**config.mk**
```make
export PLATFORM = sky130hd
export DESIGN_NAME = vga_timing_gen
export DESIGN_NICKNAME = d
export VERILOG_FILES = /design/src/rtl/vga_timing_gen.sv
export SDC_FILE = /design/constraint.sdc
export NUM_CORES = 1
export LEC_CHECK = 0
export ABC_CLOCK_PERIOD_IN_PS = 7800
export CORE_MARGIN = 3
export CORE_UTILIZATION = 30
export DETAILED_ROUTE_END_ITERATION = 8
export PLACE_DENSITY_LB_ADDON = 0.2
export SYNTH_ARGS = -nofsm -noshare
export SYNTH_HDL_FRONTEND = slang
export SYNTH_SLANG_ARGS = --single-unit
```
**constraint.sdc**
```tcl
create_clock -name Clock -period 7.8 [get_ports Clock]
set_input_delay 1.56 -clock Clock [delete_from_list [all_inputs] [get_ports Clock]]
set_output_delay 1.56 -clock Clock [all_outputs]
set_load 0.01 [all_outputs]
```
**src/rtl/vga_timing_gen.sv**
```systemverilog
// rtl/vga_timing_gen.sv - two-mode VGA timing generator with frame-aligned mode switch
// and a configurable output delay line for sync/blank/strobe signals.
module vga_timing_gen #(
  parameter int   X_W        = 11,
  parameter int   Y_W        = 10,
  parameter int   M0_H_DISP  = 800,
  parameter int   M0_H_FP    = 56,
  parameter int   M0_H_SYNC  = 120,
  parameter int   M0_H_BP    = 64,
  parameter int   M0_V_DISP  = 600,
  parameter int   M0_V_FP    = 37,
  parameter int   M0_V_SYNC  = 6,
  parameter int   M0_V_BP    = 23,
  parameter int   M1_H_DISP  = 640,
  parameter int   M1_H_FP    = 16,
  parameter int   M1_H_SYNC  = 96,
  parameter int   M1_H_BP    = 48,
  parameter int   M1_V_DISP  = 480,
  parameter int   M1_V_FP    = 10,
  parameter int   M1_V_SYNC  = 2,
  parameter int   M1_V_BP    = 33,
  parameter logic M0_HPOL    = 1'b1,
  parameter logic M0_VPOL    = 1'b1,
  parameter logic M1_HPOL    = 1'b0,
  parameter logic M1_VPOL    = 1'b0,
  parameter int   PIPE_DELAY = 0
) (
  input  logic           Clock,
  input  logic           Reset,
  input  logic           Enable,
  input  logic           ModeSel,
  output logic           ActiveMode,
  output logic           hSync,
  output logic           vSync,
  output logic           sync_n,
  output logic           blank_n,
  output logic [X_W-1:0] nextX,
  output logic [Y_W-1:0] nextY,
  output logic           lineStart,
  output logic           frameStart
);

  localparam int M0_HTOT = M0_H_DISP + M0_H_FP + M0_H_SYNC + M0_H_BP;
  localparam int M0_VTOT = M0_V_DISP + M0_V_FP + M0_V_SYNC + M0_V_BP;
  localparam int M1_HTOT = M1_H_DISP + M1_H_FP + M1_H_SYNC + M1_H_BP;
  localparam int M1_VTOT = M1_V_DISP + M1_V_FP + M1_V_SYNC + M1_V_BP;

  if (M0_HTOT > (2 ** X_W) || M1_HTOT > (2 ** X_W)) begin : g_bad_htot
    $error("vga_timing_gen: horizontal total exceeds 2**X_W");
  end
  if (M0_VTOT > (2 ** Y_W) || M1_VTOT > (2 ** Y_W)) begin : g_bad_vtot
    $error("vga_timing_gen: vertical total exceeds 2**Y_W");
  end
  if (PIPE_DELAY < 0 || PIPE_DELAY > 7) begin : g_bad_pipe
    $error("vga_timing_gen: PIPE_DELAY outside 0..7");
  end

  // Boundaries carry one extra bit so a sync end equal to 2**X_W still compares correctly.
  localparam logic [X_W:0] M0_HDE   = (X_W+1)'(M0_H_DISP);
  localparam logic [X_W:0] M0_HSS   = (X_W+1)'(M0_H_DISP + M0_H_FP);
  localparam logic [X_W:0] M0_HSE   = (X_W+1)'(M0_H_DISP + M0_H_FP + M0_H_SYNC);
  localparam logic [X_W:0] M0_HLAST = (X_W+1)'(M0_HTOT - 1);
  localparam logic [X_W:0] M1_HDE   = (X_W+1)'(M1_H_DISP);
  localparam logic [X_W:0] M1_HSS   = (X_W+1)'(M1_H_DISP + M1_H_FP);
  localparam logic [X_W:0] M1_HSE   = (X_W+1)'(M1_H_DISP + M1_H_FP + M1_H_SYNC);
  localparam logic [X_W:0] M1_HLAST = (X_W+1)'(M1_HTOT - 1);
  localparam logic [Y_W:0] M0_VDE   = (Y_W+1)'(M0_V_DISP);
  localparam logic [Y_W:0] M0_VSS   = (Y_W+1)'(M0_V_DISP + M0_V_FP);
  localparam logic [Y_W:0] M0_VSE   = (Y_W+1)'(M0_V_DISP + M0_V_FP + M0_V_SYNC);
  localparam logic [Y_W:0] M0_VLAST = (Y_W+1)'(M0_VTOT - 1);
  localparam logic [Y_W:0] M1_VDE   = (Y_W+1)'(M1_V_DISP);
  localparam logic [Y_W:0] M1_VSS   = (Y_W+1)'(M1_V_DISP + M1_V_FP);
  localparam logic [Y_W:0] M1_VSE   = (Y_W+1)'(M1_V_DISP + M1_V_FP + M1_V_SYNC);
  localparam logic [Y_W:0] M1_VLAST = (Y_W+1)'(M1_VTOT - 1);
  localparam logic [X_W-1:0] H_ONE  = X_W'(1);
  localparam logic [Y_W-1:0] V_ONE  = Y_W'(1);

  logic [X_W-1:0] h_cnt_q, h_cnt_d;
  logic [Y_W-1:0] v_cnt_q, v_cnt_d;
  logic           mode_q, mode_d;

  logic [X_W:0] h_ext, h_de, h_ss, h_se, h_last;
  logic [Y_W:0] v_ext, v_de, v_ss, v_se, v_last;
  logic         hpol, vpol;
  logic         h_wrap, v_wrap;
  logic         h_disp, v_disp, hs_act, vs_act;
  logic [5:0]   raw_vec, out_vec;

  assign h_de   = mode_q ? M1_HDE   : M0_HDE;
  assign h_ss   = mode_q ? M1_HSS   : M0_HSS;
  assign h_se   = mode_q ? M1_HSE   : M0_HSE;
  assign h_last = mode_q ? M1_HLAST : M0_HLAST;
  assign v_de   = mode_q ? M1_VDE   : M0_VDE;
  assign v_ss   = mode_q ? M1_VSS   : M0_VSS;
  assign v_se   = mode_q ? M1_VSE   : M0_VSE;
  assign v_last = mode_q ? M1_VLAST : M0_VLAST;
  assign hpol   = mode_q ? M1_HPOL  : M0_HPOL;
  assign vpol   = mode_q ? M1_VPOL  : M0_VPOL;

  assign h_ext  = {1'b0, h_cnt_q};
  assign v_ext  = {1'b0, v_cnt_q};
  assign h_wrap = (h_ext == h_last);
  assign v_wrap = (v_ext == v_last);

  always_comb begin
    h_cnt_d = h_cnt_q;
    v_cnt_d = v_cnt_q;
    mode_d  = mode_q;
    if (Enable) begin
      if (h_wrap) begin
        h_cnt_d = '0;
        if (v_wrap) begin
          v_cnt_d = '0;
          // Mode only changes at the frame boundary, so no line or frame is ever cut short.
          mode_d  = ModeSel;
        end else begin
          v_cnt_d = v_cnt_q + V_ONE;
        end
      end else begin
        h_cnt_d = h_cnt_q + H_ONE;
      end
    end
  end

  always_ff @(posedge Clock) begin
    if (Reset) begin
      h_cnt_q <= '0;
      v_cnt_q <= '0;
      mode_q  <= 1'b0;
    end else begin
      h_cnt_q <= h_cnt_d;
      v_cnt_q <= v_cnt_d;
      mode_q  <= mode_d;
    end
  end

  assign h_disp = (h_ext < h_de);
  assign v_disp = (v_ext < v_de);
  assign hs_act = (h_ext >= h_ss) && (h_ext < h_se);
  assign vs_act = (v_ext >= v_ss) && (v_ext < v_se);

  // Packed as {hSync, vSync, sync_n, blank_n, lineStart, frameStart}.
  always_comb begin
    raw_vec    = '0;
    raw_vec[5] = hs_act ? hpol : ~hpol;
    raw_vec[4] = vs_act ? vpol : ~vpol;
    raw_vec[3] = ~(hs_act | vs_act);
    raw_vec[2] = h_disp && v_disp;
    raw_vec[1] = Enable && (h_cnt_q == '0);
    raw_vec[0] = Enable && (h_cnt_q == '0) && (v_cnt_q == '0);
  end

  if (PIPE_DELAY == 0) begin : g_nopipe
    assign out_vec = raw_vec;
  end else begin : g_pipe
    localparam logic [5:0] RST_VEC = {~M0_HPOL, ~M0_VPOL, 1'b1, 3'b000};
    logic [5:0] pipe_q [PIPE_DELAY];
    logic [5:0] pipe_d [PIPE_DELAY];

    always_comb begin
      pipe_d[0] = raw_vec;
      for (int i = 1; i < PIPE_DELAY; i++) begin
        pipe_d[i] = pipe_q[i-1];
      end
    end

    // The delay line shifts even while Enable is low, keeping a fixed output latency.
    always_ff @(posedge Clock) begin
      for (int i = 0; i < PIPE_DELAY; i++) begin
        if (Reset) begin
          pipe_q[i] <= RST_VEC;
        end else begin
          pipe_q[i] <= pipe_d[i];
        end
      end
    end

    assign out_vec = pipe_q[PIPE_DELAY-1];
  end

  assign hSync      = out_vec[5];
  assign vSync      = out_vec[4];
  assign sync_n     = out_vec[3];
  assign blank_n    = out_vec[2];
  assign lineStart  = out_vec[1];
  assign frameStart = out_vec[0];
  assign ActiveMode = mode_q;
  assign nextX      = h_disp ? h_cnt_q : '0;
  assign nextY      = v_disp ? v_cnt_q : '0;

endmodule

```
==> results.tsv, run 1 <==
stage	metric	value	unit
final_layout	antenna_cells	0	
global_route	grt_pass1_wl	7741	um
global_route	antenna_found_initial	0	
die	io_pins	32	
route	ant_nets	0	
route	routed-via-count	1660	
place	gp_congestion	0.8553	
final_layout	fillers	610	
place	pre_cts_slack	2.758	ns
power_and_ir_drop	intPower	190.9	uW
outcome	status	completed	
yosys	synth_edf_count	0	
final_layout	regArea	440.4	um^2
clock_tree	cts_made_buffers	3	
clock_tree	clkTransAtPathRegs	0.09	ns
yosys	synth_warnings	0	
sta	slew_headroom	32.26	%
sta	grt_setup_unrepaired	false	
worst_setup_path	crit_fanout	16	
route	post_drt_wl_per_cell	13.69	um
clock_tree	cts_root_buf	clkbuf_8	
die	die_area	7138	um^2
global_route	grt_max_degree	17	
worst_setup_path	required	6.24	ns
power_and_ir_drop	ir_drop	0.07431	mV
final_layout	area_growth	22.07	%
worst_setup_path	r2r_end	v_cnt_q[7]$_SDFFE_PP0P_	
route	drc	0	
sta	period_share	65.10	%
die	die_w	84.49	um
power_and_ir_drop	clkPwrFrac	45.2	%
final_layout	layout_commonest_cell	clkdlybuf4s50_1	
place	placed_area	2185	um^2
place	dp_hpwl	3406	um
final_layout	multi_input_area	1297	um^2
worst_hold_path	hold_path.class	flip-flop to flip-flop	
final_layout	final_cell_mix	clkdlybuf4s50_1 (30), nor2_1 (25), ha_1 (23)	
worst_setup_path	r2r_setup_slack	4.96	ns
worst_setup_path	worstPathArrival	3.52	ns
place	placed_cells	327	
job	cap_violations	0	
worst_setup_path	rr_startpoint	ActiveMode$_SDFFE_PP0P_	
die	die_h	84.49	um
power_and_ir_drop	power.switching	49.99	uW
clock_tree	h-tree-depth	1	
yosys	netlist_instances	236	
clock_tree	cts_buffer_depth	2	
place	io_buffers	30	
worst_setup_path	path_class	flip-flop to output pin	
clock_tree	cts_tree	done	
sta	fin_tns_setup	0	ns
final_layout	final_nets	287	
yosys	synthFlopType	dfxtp_1	
clock_tree	cts_resized	0	
clock_tree	clock-sinks	22	
worst_setup_path	critPathLaunchType	flip-flop	
yosys	synth_nets	263	
sta	setup_violations	0	
worst_setup_path	reg2reg_depth	7	
worst_setup_path	critical_path.endpoint	nextY[0]	
clock_tree	cts_setup_buffers	0	
power_and_ir_drop	pwr-share-seq	47.6	%
yosys	ys_seq_area_share	23.83	%
die	core_area	5743	um^2
clock_tree	clk_latency	0.27	ns
power_and_ir_drop	switching_share	20.75	%
die	start_util	32.18	%
final_layout	final_cells	331	
sta	worst_slew_pin_slew	1.010	ns
route	routed_wl	4532	um
final_layout	fin_area	2256	um^2
worst_setup_path	crit_path_start	ActiveMode$_SDFFE_PP0P_	
power_and_ir_drop	p_per_area	106.8	nW/um^2
sta	fin_skew	0.004385	ns
route	dr.pass1.iters	4	
power_and_ir_drop	p_leak	0.8279	nW
yosys	ys_ff_latch	22	
clock_tree	ctsHoldBuffers	0	
yosys	syn_area	1848	um^2
sta	clock.fmax	196.9	MHz
sta	slew_viol_final	0	
die	row_count	27	
yosys	synth.distinct_cells	47	
global_route	grt_use_total	13.10	%
route	drt_iter0_drc	76	
power_and_ir_drop	p_comb_share	7.1	%
sta	layout_setup_ws	2.722	ns
sta	min_period	5.078	ns
route	drt-vias-per-instance	5.015	
yosys	async_reset_ff_share	0	%
yosys	avgSynthCellArea	7.831	um^2
final_layout	drive_above_1_share	5.019	%
global_route	grt_pass1_vias	1556	
sta	final-hold-violation-count	0	
worst_setup_path	end_kind	output pin	
global_route	grt-ovfl-total	0	
how the worst min path moves through the flow:
stage,startpoint,to,slack [ns],depth (start not counted)
final,v_cnt_q[9]$_SDFFE_PP0P_,v_cnt_q[9]$_SDFFE_PP0P_,0.53,2
after global routing,v_cnt_q[9]$_SDFFE_PP0P_,v_cnt_q[9]$_SDFFE_PP0P_,0.57,2
after CTS,v_cnt_q[9]$_SDFFE_PP0P_,v_cnt_q[9]$_SDFFE_PP0P_,0.53,2
after detailed placement,v_cnt_q[9]$_SDFFE_PP0P_,v_cnt_q[9]$_SDFFE_PP0P_,0.52,2
after global placement,v_cnt_q[9]$_SDFFE_PP0P_,v_cnt_q[9]$_SDFFE_PP0P_,0.51,2
after floorplan,v_cnt_q[9]$_SDFFE_PP0P_,v_cnt_q[9]$_SDFFE_PP0P_,0.47,2
power by group through the flow:
stage	clock, mW	sequential [mW]	combinational (mW)
floorplan	0	0.117	0.00963
global placement	0	0.117	0.0174
detailed placement	0	0.117	0.0175
CTS	0.112	0.115	0.0176
global route	0.116	0.115	0.0187
finish	0.109	0.115	0.0172
sequential cells by signal (all words and copies together), names as in the netlist:
| signal | count |
|---|---|
| h_cnt_q | 11 |
| v_cnt_q | 10 |
| ActiveMode | 1 |
area by class of cell:
cell class              count  share of cell area [%]
multi-input cells         188                   57.52
flip-flops and latches     22                   19.52
repair buffers             30                   13.31
well taps                  72                   3.993
inverters                  15                   2.496
clock buffers               3                   1.830
clock inverters             1                   1.331
per-stage QoR:
| step | utilization (%) | hold WS, ns | total power, mW |
|---|---|---|---|
| 2_1_floorplan | - | 0.4676 | 0.1267 |
| 3_3_place_gp | 38.04 | 0.5109 | 0.1348 |
| 3_5_place_dp | 38.04 | 0.5163 | 0.1348 |
| 4_1_cts | 39.28 | 0.5261 | 0.2446 |
| 5_1_grt | 39.28 | 0.5684 | 0.2501 |
| 6_report | 39.28 | 0.5254 | 0.2409 |
logic make-up (layout without fill, tap and decap cells):
| logic type | after synthesis | after routing | share of synthesized area, % |
|---|---|---|---|
| adder cells (fa/ha/maj) | 23 | 23 | 15.57 |
| multiplexers | 2 | 2 | 1.151 |
| AO/OA/AOI/OAI | 38 | 38 | 13.61 |
| XOR/XNOR | 12 | 12 | 5.687 |
| AND/OR/NAND/NOR | 112 | 112 | 33.99 |
| buffers and inverters | 26 | 49 | 5.958 |
| flip-flops | 22 | 22 | 23.83 |
| other | 1 | 1 | 0.2029 |
critical path, stage by stage, from the launching register on:
cell	delay, ns
dfxtp_1	0.57
inv_1	0.40
ha_1	0.44
a21o_1	0.19
a211oi_1	0.84
and2_1	0.25
clkdlybuf4s50_1	0.54
cells in the mapped netlist (all sizes together), types with 3 or more instances:
cell / count / area [um^2]
nand2: 17 / 63.81
a211oi: 3 / 35.03
nor2: 25 / 93.84
o21ai: 8 / 40.04
nand3: 9 / 45.04
buf: 3 / 23.77
xnor2: 6 / 52.55
and3: 6 / 37.54
and2: 20 / 125.1
clkbuf: 8 / 30.03
dfxtp: 22 / 440.4
nor2b: 3 / 18.77
xor2: 6 / 52.55
a21oi: 14 / 70.07
nor4bb: 3 / 30.03
or4: 3 / 22.52
nand2b: 3 / 26.27
inv: 15 / 56.30
nor3: 5 / 25.02
or3b: 3 / 26.28
nand4: 5 / 31.28
ha: 23 / 287.8
a21o: 3 / 22.52
metal layers:
layer / up-vias / wire, um / GRT usage, %
met3: 4 / 110 / 1.865
met2: 19 / 2002 / 19.43
met1: 762 / 2363 / 19.47
met5: - / 0 / 0
li1: 875 / - / -
met4: 0 / 56 / 3.885
Power figures use the tool's default switching activity.
==> inputs of run 2 (changes only) <==
--- a/config.mk
+++ b/config.mk
@@ -5,7 +5,7 @@
 export SDC_FILE = /design/constraint.sdc
 export NUM_CORES = 1
 export LEC_CHECK = 0
-export ABC_CLOCK_PERIOD_IN_PS = 7800
+export ABC_CLOCK_PERIOD_IN_PS = 5050
 export CORE_MARGIN = 3
 export CORE_UTILIZATION = 30
 export DETAILED_ROUTE_END_ITERATION = 8
==> constraint.sdc (replaced) <==
create_clock -name Clock -period 5.05 [get_ports Clock]
set_input_delay 1.01 -clock Clock [delete_from_list [all_inputs] [get_ports Clock]]
set_output_delay 1.01 -clock Clock [all_outputs]
set_load 0.01 [all_outputs]
==> results.tsv, run 2 (same netlist as run 1, synthesis figures left out) <==
stage	metric	value	unit	change
global_route	grt_pass1_vias	1576		+1.3%
worst_hold_path	hold_path.class	flip-flop to flip-flop		
clock_tree	cts_tree	done		
worst_setup_path	rr_startpoint	ActiveMode$_SDFFE_PP0P_		
final_layout	final_nets	289		+0.70%
final_layout	largest_reg_flops	11		unchanged
worst_setup_path	reg2reg_depth	7		unchanged
final_layout	drive_above_1_share	5.385	%	+0.37 points
global_route	grt_max_degree	17		unchanged
power_and_ir_drop	p_leak	0.8234	nW	-0.55%
clock_tree	clk_latency	0.26	ns	about the same
sta	slew_viol_final	0		unchanged
clock_tree	cts_buffer_depth	2		unchanged
final_layout	final_cell_mix	clkdlybuf4s50_1 (30), nor2_1 (25), ha_1 (23)		
global_route	grt-ovfl-total	0		unchanged
sta	final-hold-violation-count	0		unchanged
die	die_w	84.49	um	unchanged
sta	setup_violations	0		unchanged
worst_hold_path	holdCritStartpoint	v_cnt_q[8]$_SDFFE_PP0P_		
route	wl_met2	2010	um	+0.40%
worst_setup_path	critical_path.endpoint	vSync		
die	die_h	84.49	um	unchanged
sta	layout_setup_ws	0.6185	ns	-2.104 ns
final_layout	fin_area	2241	um^2	-0.67%
final_layout	area_growth	21.26	%	
worst_setup_path	r2r_end	v_cnt_q[7]$_SDFFE_PP0P_		
place	pre_cts_slack	0.8323	ns	-1.926 ns
route	maxUsedRoutingLayer	met4		
place	placed_area	2200	um^2	+0.69%
clock_tree	cts_made_buffers	3		unchanged
route	met3_length	167	um	+52%
worst_setup_path	crit_path_start	ActiveMode$_SDFFE_PP0P_		
place	io_buffers	30		unchanged
die	start_util	32.18	%	unchanged
final_layout	antenna_cells	0		unchanged
route	post_drt_wl_per_cell	14.03	um	+2.5%
final_layout	largest_register	h_cnt_q		
sta	grt_setup_unrepaired	false		
clock_tree	h-tree-depth	1		unchanged
worst_setup_path	crit_fanout	16		unchanged
job	cap_violations	0		unchanged
clock_tree	ctsHoldBuffers	0		unchanged
sta	hold_ws	0.5598	ns	+0.03442 ns
sta	fin_skew	0.003004	ns	-0.001381 ns
clock_tree	cts_root_buf	clkbuf_8		
worst_setup_path	path_cells	inv_1, ha_1, nor4bb_1, o2111ai_1, o211ai_1, a2111oi_0, xnor2_1, clkdlybuf4s50_1		
clock_tree	cts_setup_buffers	0		unchanged
worst_setup_path	critPathMaxStageDelay	0.66	ns	-0.18 ns
global_route	grt_pass1_wl	7810	um	+0.89%
global_route	antenna_found_initial	0		unchanged
global_route	grt_use_total	13.37	%	+0.27 points
route	routed-via-count	1665		+0.30%
route	drc	0		unchanged
sta	min_period	4.431	ns	
worst_setup_path	r2r_setup_slack	2.27	ns	-2.69 ns
sta	fin_tns_setup	0	ns	unchanged
place	gp_congestion	0.9015		+5.4%
worst_setup_path	required	4.04	ns	-2.20 ns
final_layout	layout_commonest_cell	clkdlybuf4s50_1		
route	met1_length	2417	um	+2.3%
final_layout	fillers	623		+2.1%
sta	clock.fmax	225.7	MHz	
worst_setup_path	worstPathArrival	3.42	ns	-0.10 ns
die	io_pins	32		unchanged
clock_tree	clkTransAtPathRegs	0.08	ns	about the same
die	row_count	27		unchanged
sta	period_share	87.75	%	
die	core_area	5743	um^2	unchanged
route	routed_wl	4658	um	+2.8%
power_and_ir_drop	ir_drop	0.08457	mV	+14%
worst_setup_path	end_kind	output pin		
sta	worst_slew_pin_slew	0.7067	ns	-0.3034 ns
clock_tree	clock-sinks	22		unchanged
route	drt-vias-per-instance	5.015		about the same
worst_setup_path	critPathLaunchType	flip-flop		
sta	slew_headroom	51.67	%	+19 points
place	dp_hpwl	3545	um	+4.1%
power_and_ir_drop	p_per_area	139.6	nW/um^2	+31%
worst_setup_path	cpMaxStageDelayCell	a2111oi_0		
final_layout	final_core_util	39.02	%	-0.26 points
outcome	status	completed		
route	ant_nets	0		unchanged
route	drt_iter0_drc	82		+7.9%
worst_setup_path	path_class	flip-flop to output pin		
clock_tree	cts_resized	0		unchanged
route	dr.pass1.iters	4		unchanged
die	die_area	7138	um^2	unchanged
## run 2: per-layer routing
layer,vias to the layer above,track usage (%)
met1,759,19.79
met5,-,0
met3,4,2.061
met4,0,4.317
li1,877,-
met2,25,19.64
## run 2: cell type report
cell class                 instances  area, um^2  area share [%]
sequential                        22       440.4           19.65
inverter                          15       56.30           2.513
multi-input combinational        188        1297           57.90
timing repair buffer              32       315.3           14.07
clock buffer                       3       41.29           1.843
tap                               72       90.09           4.020
## run 2: worst min-delay path by stage
stage / end / cells after the start
after global placement: v_cnt_q[9]$_SDFFE_PP0P_ / 2
final: v_cnt_q[8]$_SDFFE_PP0P_ / 2
after CTS: v_cnt_q[9]$_SDFFE_PP0P_ / 2
after global routing: v_cnt_q[9]$_SDFFE_PP0P_ / 2
after floorplan: v_cnt_q[9]$_SDFFE_PP0P_ / 2
after detailed placement: v_cnt_q[9]$_SDFFE_PP0P_ / 2
## run 2: where the power goes
part | switching (mW) | internal, mW | leakage [nW]
Sequential | 0.00218 | 0.175 | 0.178
Combinational | 0.0124 | 0.0138 | 0.624
Clock | 0.0561 | 0.0533 | 0.0216
## run 2: critical path, delay by kind of cell (launching register included)
kind | cells | cell delay, ns
buffers and inverters | 2 | 0.94
AOI/OAI and AO/OA | 3 | 0.89
DFF | 1 | 0.54
xor gates and xnor gates | 1 | 0.19
and+or+nand+nor | 1 | 0.15
adders and majority gates | 1 | 0.43
## run 2: through the flow
step / std cells / power, mW
floorplan: 236 / 0.1956
CTS: 332 / 0.3178
finish: 332 / 0.3128
global placement: 329 / 0.2082
detailed placement: 329 / 0.2080
global route: 332 / 0.3302
